File: src/rtl/if_stage_pipelined.sv
// ---------------------------------------------------------------------------
// if_stage_pipelined
//
// Instruction-fetch stage for the MIPS pipeline. Owns the PC, presents the
// program-ROM address as a byte offset from TEXT_BASE, and captures the
// fetched instruction, its PC and PC+4 into the IF/ID register together with
// valid/fault flags. Supports stall, flush, redirect, and a small FSM that
// halts fetch after a faulted slot and resumes only on a redirect.
//
// Ports:
//   clk            rising-edge clock
//   reset          asynchronous, active-high
//   stall_i        hold PC and IF/ID
//   flush_i        bubble IF/ID on the next edge
//   redirect_i     load redirect_pc_i into the PC (branch/jump/vector)
//   redirect_pc_i  redirect target
//   imem_rdata_i   ROM data, combinational from imem_addr_o
//   imem_addr_o    pc_o - TEXT_BASE (byte offset into the ROM)
//   pc_o           current PC
//   if_id_instr_o  registered instruction
//   if_id_pc_o     registered PC of that instruction
//   if_id_pc4_o    registered PC+4
//   if_id_valid_o  IF/ID holds a real instruction
//   if_id_fault_o  IF/ID slot faulted (misaligned or out of range)
//   halted_o       FSM is in HALT
//   perf_fetch_o   (IF_PERF_CNT_EN) count of valid IF/ID loads
//   perf_stall_o   (IF_PERF_CNT_EN) count of stalled cycles while running
//   fsm_state_o    debug view of the fetch FSM state
//
// Build option: define IF_PERF_CNT_EN to add the two performance counters
// and their ports. Without it the counters and ports are absent and all
// other behaviour is identical.
// ---------------------------------------------------------------------------
module if_stage_pipelined #(
    parameter int               NBits        = 32,
    parameter int               MEMORY_DEPTH = 512,
    parameter logic [NBits-1:0] TEXT_BASE    = 32'h0040_0000,
    parameter logic [NBits-1:0] RESET_PC     = TEXT_BASE
) (
    input  logic             clk,
    input  logic             reset,
    input  logic             stall_i,
    input  logic             flush_i,
    input  logic             redirect_i,
    input  logic [NBits-1:0] redirect_pc_i,
    input  logic [NBits-1:0] imem_rdata_i,
    output logic [NBits-1:0] imem_addr_o,
    output logic [NBits-1:0] pc_o,
    output logic [NBits-1:0] if_id_instr_o,
    output logic [NBits-1:0] if_id_pc_o,
    output logic [NBits-1:0] if_id_pc4_o,
    output logic             if_id_valid_o,
    output logic             if_id_fault_o,
    output logic             halted_o,
`ifdef IF_PERF_CNT_EN
    output logic [NBits-1:0] perf_fetch_o,
    output logic [NBits-1:0] perf_stall_o,
`endif
    output logic [1:0]       fsm_state_o
);

    // IF/ID slot semantics: if_id_valid_o=1 means the slot carries a real
    // instruction for decode. While stall_i=1 (and no redirect/flush) the slot
    // and the PC hold, so decode sees the same instruction again; a slot is
    // consumed only on an edge where stall_i=0.

    localparam logic [NBits-1:0] ROM_BYTES = NBits'(MEMORY_DEPTH * 4);
    localparam logic [NBits-1:0] PC_STEP   = NBits'(4);

    typedef enum logic [1:0] {
        S_BOOT = 2'd0,
        S_RUN  = 2'd1,
        S_HALT = 2'd2
    } state_t;

    state_t           state;
    state_t           state_next;
    logic [NBits-1:0] pc;
    logic [NBits-1:0] pc_plus4;
    logic [NBits-1:0] offset;
    logic             fault_now;
    logic             fetch_block;
    logic             load_fault;
    logic             load_valid;

    // Offset is computed with NBits wrap, so a PC below TEXT_BASE becomes a
    // huge offset and trips the range check rather than aliasing into the ROM.
    assign offset      = pc - TEXT_BASE;
    assign pc_plus4    = pc + PC_STEP;
    assign fault_now   = (pc[1:0] != 2'b00) | (offset >= ROM_BYTES);
    assign fetch_block = redirect_i | flush_i | (state != S_RUN);
    assign load_fault  = ~fetch_block & ~stall_i & fault_now;
    assign load_valid  = ~fetch_block & ~stall_i & ~fault_now;

    assign imem_addr_o = offset;
    assign pc_o        = pc;

    // ---------------- FSM: state register ----------------
    always_ff @(posedge clk or posedge reset) begin
        if (reset) begin
            state <= S_BOOT;
        end else begin
            state <= state_next;
        end
    end

    // ---------------- FSM: next state ----------------
    always_comb begin
        state_next = state;
        case (state)
            S_BOOT:  state_next = S_RUN;
            S_RUN:   state_next = load_fault ? S_HALT : S_RUN;
            S_HALT:  state_next = redirect_i ? S_RUN : S_HALT;
            default: state_next = S_BOOT;
        endcase
    end

    // ---------------- FSM: outputs ----------------
    always_comb begin
        halted_o    = 1'b0;
        fsm_state_o = state;
        if (state == S_HALT) begin
            halted_o = 1'b1;
        end
    end

    // ---------------- PC ----------------
    // Redirect beats stall; BOOT and HALT hold the PC like a stall. In RUN
    // the PC still advances past a faulting address on the edge that loads
    // the fault, then freezes in HALT.
    always_ff @(posedge clk or posedge reset) begin
        if (reset) begin
            pc <= RESET_PC;
        end else if (redirect_i) begin
            pc <= redirect_pc_i;
        end else if (!stall_i && state == S_RUN) begin
            pc <= pc_plus4;
        end
    end

    // ---------------- IF/ID register ----------------
    // On bubbles the pc/pc4 fields are left as they were; they carry no
    // meaning while valid and fault are both low.
    always_ff @(posedge clk or posedge reset) begin
        if (reset) begin
            if_id_instr_o <= '0;
            if_id_pc_o    <= '0;
            if_id_pc4_o   <= '0;
            if_id_valid_o <= 1'b0;
            if_id_fault_o <= 1'b0;
        end else if (fetch_block) begin
            if_id_instr_o <= '0;
            if_id_valid_o <= 1'b0;
            if_id_fault_o <= 1'b0;
        end else if (stall_i) begin
            if_id_instr_o <= if_id_instr_o;
        end else if (fault_now) begin
            if_id_instr_o <= '0;
            if_id_pc_o    <= pc;
            if_id_pc4_o   <= pc_plus4;
            if_id_valid_o <= 1'b0;
            if_id_fault_o <= 1'b1;
        end else begin
            if_id_instr_o <= imem_rdata_i;
            if_id_pc_o    <= pc;
            if_id_pc4_o   <= pc_plus4;
            if_id_valid_o <= 1'b1;
            if_id_fault_o <= 1'b0;
        end
    end

`ifdef IF_PERF_CNT_EN
    // ---------------- Performance counters ----------------
    always_ff @(posedge clk or posedge reset) begin
        if (reset) begin
            perf_fetch_o <= '0;
            perf_stall_o <= '0;
        end else begin
            if (load_valid) begin
                perf_fetch_o <= perf_fetch_o + NBits'(1);
            end
            if (stall_i && state == S_RUN) begin
                perf_stall_o <= perf_stall_o + NBits'(1);
            end
        end
    end
`endif

endmodule
File: config.mk
export PLATFORM = sky130hd
export DESIGN_NAME = if_stage_pipelined
export DESIGN_NICKNAME = d
export VERILOG_FILES = /design/src/rtl/if_stage_pipelined.sv
export SDC_FILE = /design/constraint.sdc
export NUM_CORES = 1
export LEC_CHECK = 0
export BUFFER_PORTS_ARGS = -buffer_cell sky130_fd_sc_hd__buf_2
export CORE_MARGIN = 2
export CORE_UTILIZATION = 53
export CTS_CLUSTER_DIAMETER = 60
export CTS_CLUSTER_SIZE = 28
export DETAILED_ROUTE_END_ITERATION = 8
export PLACE_DENSITY = 0.93
export SLEW_MARGIN = 20
export SYNTH_ARGS = -nofsm -noshare
export SYNTH_HDL_FRONTEND = slang
export SYNTH_SLANG_ARGS = --single-unit
File: constraint.sdc
create_clock -name clk -period 10.5 [get_ports clk]
set_input_delay 2.1 -clock clk [delete_from_list [all_inputs] [get_ports clk]]
set_output_delay 2.1 -clock clk [all_outputs]
set_load 0.03 [all_outputs]
==> metrics.txt <==
status finished clean; total track usage 27.77%; hold_sp if_id_fault_o$_DFFE_PP0P_; die area 12600 um2; Antenna Nets Post-Route 0; sequential share of the synthesized area a little over half; CP Class flip-flop to output pin; Worst-path clk slew 0.06 ns; met2 Usage GRT 43.90%; Clock Path Buffers 2; arrival time worst endpoint 2.16 ns; VDD IR max ~0.12 mV; row count 39; fillers about 900; Avg Inst Size Synth ~9.5 um2; fin. max-slew vios 0; CP bufs+invs 2; Worst setup EP type output pin; Pwr Total roughly 1.7 mW; CTS tree built; CTS resizes 0; Max Freq 0.2348 GHz; Max Cap Viol 0; FF/Latch Area 3254 um2; unrepaired setup endpoints after global routing no; WL per Instance 17.49 um; Multi-input gate area 2520 um2; R2R Setup Slk 7.51 ns; hold depth 2; WHS Endpoint if_id_fault_o$_DFFE_PP0P_; initial antenna violation count 1; worst-path cell chain inv_1, ha_1, nor3b_1, xor2_1, buf_2; core area 11420 um2; HPWL Detailed 11970 um; H-tree depth 4; post-route minimum period 4.258 ns; fraction of layout instances using a drive strength above 1 33.14%; first-pass GRT wire length 27640 um; Crit-path slowest cell dfrtp_1; drt pass-1 iters 8; synth unique cells 35; clk sink count 130; CP Max Fanout 6; FF-to-FF End if_id_instr_o[22]$_DFFE_PP0P_; Die Span X 112.3 um; Port Buffers 233; worst skew pair latency 0.41 ns; met1 Use GR 36.97%; total CTS buffers 17; Leak between 4 and 5 nW; measured slew at the worst slew-check pin between 1 and 1.5 ns; Remaining Overflow, GRT 0; Hold Vio Cnt, Final 0; DRT iter0 DRCs between 400 and 500; hold buffers post-CTS 0; global placer's final weighted congestion approximately 0.84; area delta synth->final 26.11%; syn_nets 731; FF+latch count, synth 130; DR vias about 5600; min-delay worst type flip-flop to flip-flop; Ys Warns 0; Slew HR 28.70%; required time worst endpoint 8.40 ns; Crit path max-delay family buffers and inverters; Syn Inst Count 657; CTS root buf clkbuf_16; Pwr Density about 210 nW/um2; CP startpoint kind flip-flop; Setup Fix Bufs, Post-CTS 0; Starting Density 54.39%; Final nets roughly 910; Worst R2R Path Depth 7; Levels on crit path 5; pin count of the biggest net entering global routing 76; Critical Path Max Stage Delay 0.44 ns; I/O pin count 234; Vias/cell 5.618; Clock Skew 0.008137 ns; final setup fails 0; gr busiest metal met2; fin crit share between 40% and 50%; DRC 0; met3 usage under 10%; vias in the first global route 5223; Synth Cell Area 6211 um2; Crit Reg-Reg Startpoint pc_o[22]$_DFFE_PP1N_; die height 112.3 um; Setup TNS 0 ns; routed wire length 17400 um
==> how the worst max path moves through the flow <==
| stage | from | to | slack [ns] |
|---|---|---|---|
| after floorplan | reset | fsm_state_o[0]$_DFF_PP0_ | 4.93 |
| after global placement | stall_i | pc_o[30]$_DFFE_PP0N_ | 6.52 |
| after global routing | pc_o[23]$_DFFE_PP0N_ | imem_addr_o[30] | 6.06 |
| final | pc_o[23]$_DFFE_PP0N_ | imem_addr_o[26] | 6.24 |
| after CTS | pc_o[23]$_DFFE_PP0N_ | imem_addr_o[26] | 6.24 |
| after detailed placement | stall_i | if_id_pc4_o[26]$_DFFE_PP0P_ | 6.43 |
==> placed cells by master (no fill, tap or decap), types with 2 or more instances in the layout <==
cell and instances:
buf_2 233, nand2_1 162, dfrtp_1 129, o21ai_0 52, xor2_1 37, a22o_1 32, xnor2_1 28, nor2_1 25
nand3_1 23, clkbuf_16 17, a21oi_1 14, nor4_1 12, nand4_1 10, inv_1 9, and3_1 7, nor3_1 6
inv_6 5, ha_1 5, buf_4 5, or4_1 4, bufinv_16 4, nor3_2 3, and4_1 3, nor3b_1 3
clkinvlp_4 3, and2_1 2, mux2_2 2, clkinv_4 2, clkinv_2 2
==> flip-flops by register name, indices dropped and copies added (netlist names) <==
| name | cells |
|---|---|
| fsm_state_o | 2 |
| pc_o | 32 |
| if_id_instr_o | 32 |
| if_id_valid_o | 1 |
| if_id_pc_o | 32 |
| if_id_fault_o | 1 |
| if_id_pc4_o | 30 |
==> synthesized netlist by cell type <==
cell type  count  area share, %
nor4b_1        1           0.14
o21ai_1        1          0.081
dfrtp_1      129             52
mux2_2         2           0.36
buf_4         26            3.1
and3_1         7           0.71
nor3b_1        3           0.36
and2_1         2           0.20
buf_6          4           0.73
nor4_1        12            1.2
or4_1          4           0.48
buf_2          3           0.24
dfstp_2        1           0.42
and4_1         3           0.42
nand2_1      163            9.9
o21ai_0       52            4.2
xnor2_1       28            3.9
xor2_1        37            5.2
nor2_1        25            1.5
o31ai_1        1           0.12
a21oi_1       14            1.1
inv_1         10           0.60
clkbuf_1      43            2.6
or3b_2         1           0.14
a21o_1         1           0.12
or4bb_1        1           0.18
nor2_8         1           0.32
ha_1           5            1.0
nor4_2         1           0.20
a22o_1        32            4.5
nand2b_1       1           0.10
nor3_1         9           0.73
nand4_1       10            1.0
or4_4          1           0.18
nand3_1       23            1.9
==> metrics by stage <==
step,worst slack (ns),std cells,util (%),area (um2),hold slack [ns]
floorplan,4.932,657,-,6211,0.4938
detailed placement,6.428,962,63.05,7199,0.4588
global placement,6.524,962,63.05,7199,0.4540
global route,6.057,995,68.60,7833,0.4820
finish,6.242,995,68.60,7833,0.4714
CTS,6.240,994,68.57,7830,0.4737
==> worst min-delay path, stage by stage, from the launching register on <==
cell and delay (ns):
dfrtp_1 0.34, nand2_1 0.05, nand2_1 0.05
==> final cells by class <==
| class | count | area share [%] |
|---|---|---|
| repair buffers | 238 | 15.37 |
| multi-input cells | 441 | 32.17 |
| diodes | 1 | 0.03195 |
| inverters | 10 | 0.5431 |
| well taps | 143 | 2.284 |
| clock inverters | 15 | 2.620 |
| clock buffers | 17 | 5.431 |
| flip-flops and latches | 130 | 41.55 |
==> report_power, final <==
part	total [mW]	switching (mW)	internal [mW]	leakage [nW]
clock	0.628	0.228	0.400	0.301
combinational	0.401	0.289	0.112	2.08
sequential	0.637	0.0677	0.569	1.66
total	1.67	0.585	1.08	4.03
==> cells by family (layout without fill, tap and decap cells) <==
logic type,Yosys count,count (layout),share of synthesized area (%)
mux,2,2,0.3626
simple gates,268,268,19.60
buf+inv,86,280,7.313
xor+xnor,65,65,9.166
fa+ha+maj,5,5,1.007
other cells,0,1,0
flops,130,130,52.40
compound gates,101,101,10.15
==> per-layer routing <==
layer | share of wire [%] | up-vias
met5 | 0 | -
met4 | 2.6 | 0
met3 | 8.4 | 35
met2 | 48 | 311
met1 | 41 | 2713
li1 | - | 2531
(Power assumes the default switching activity.)
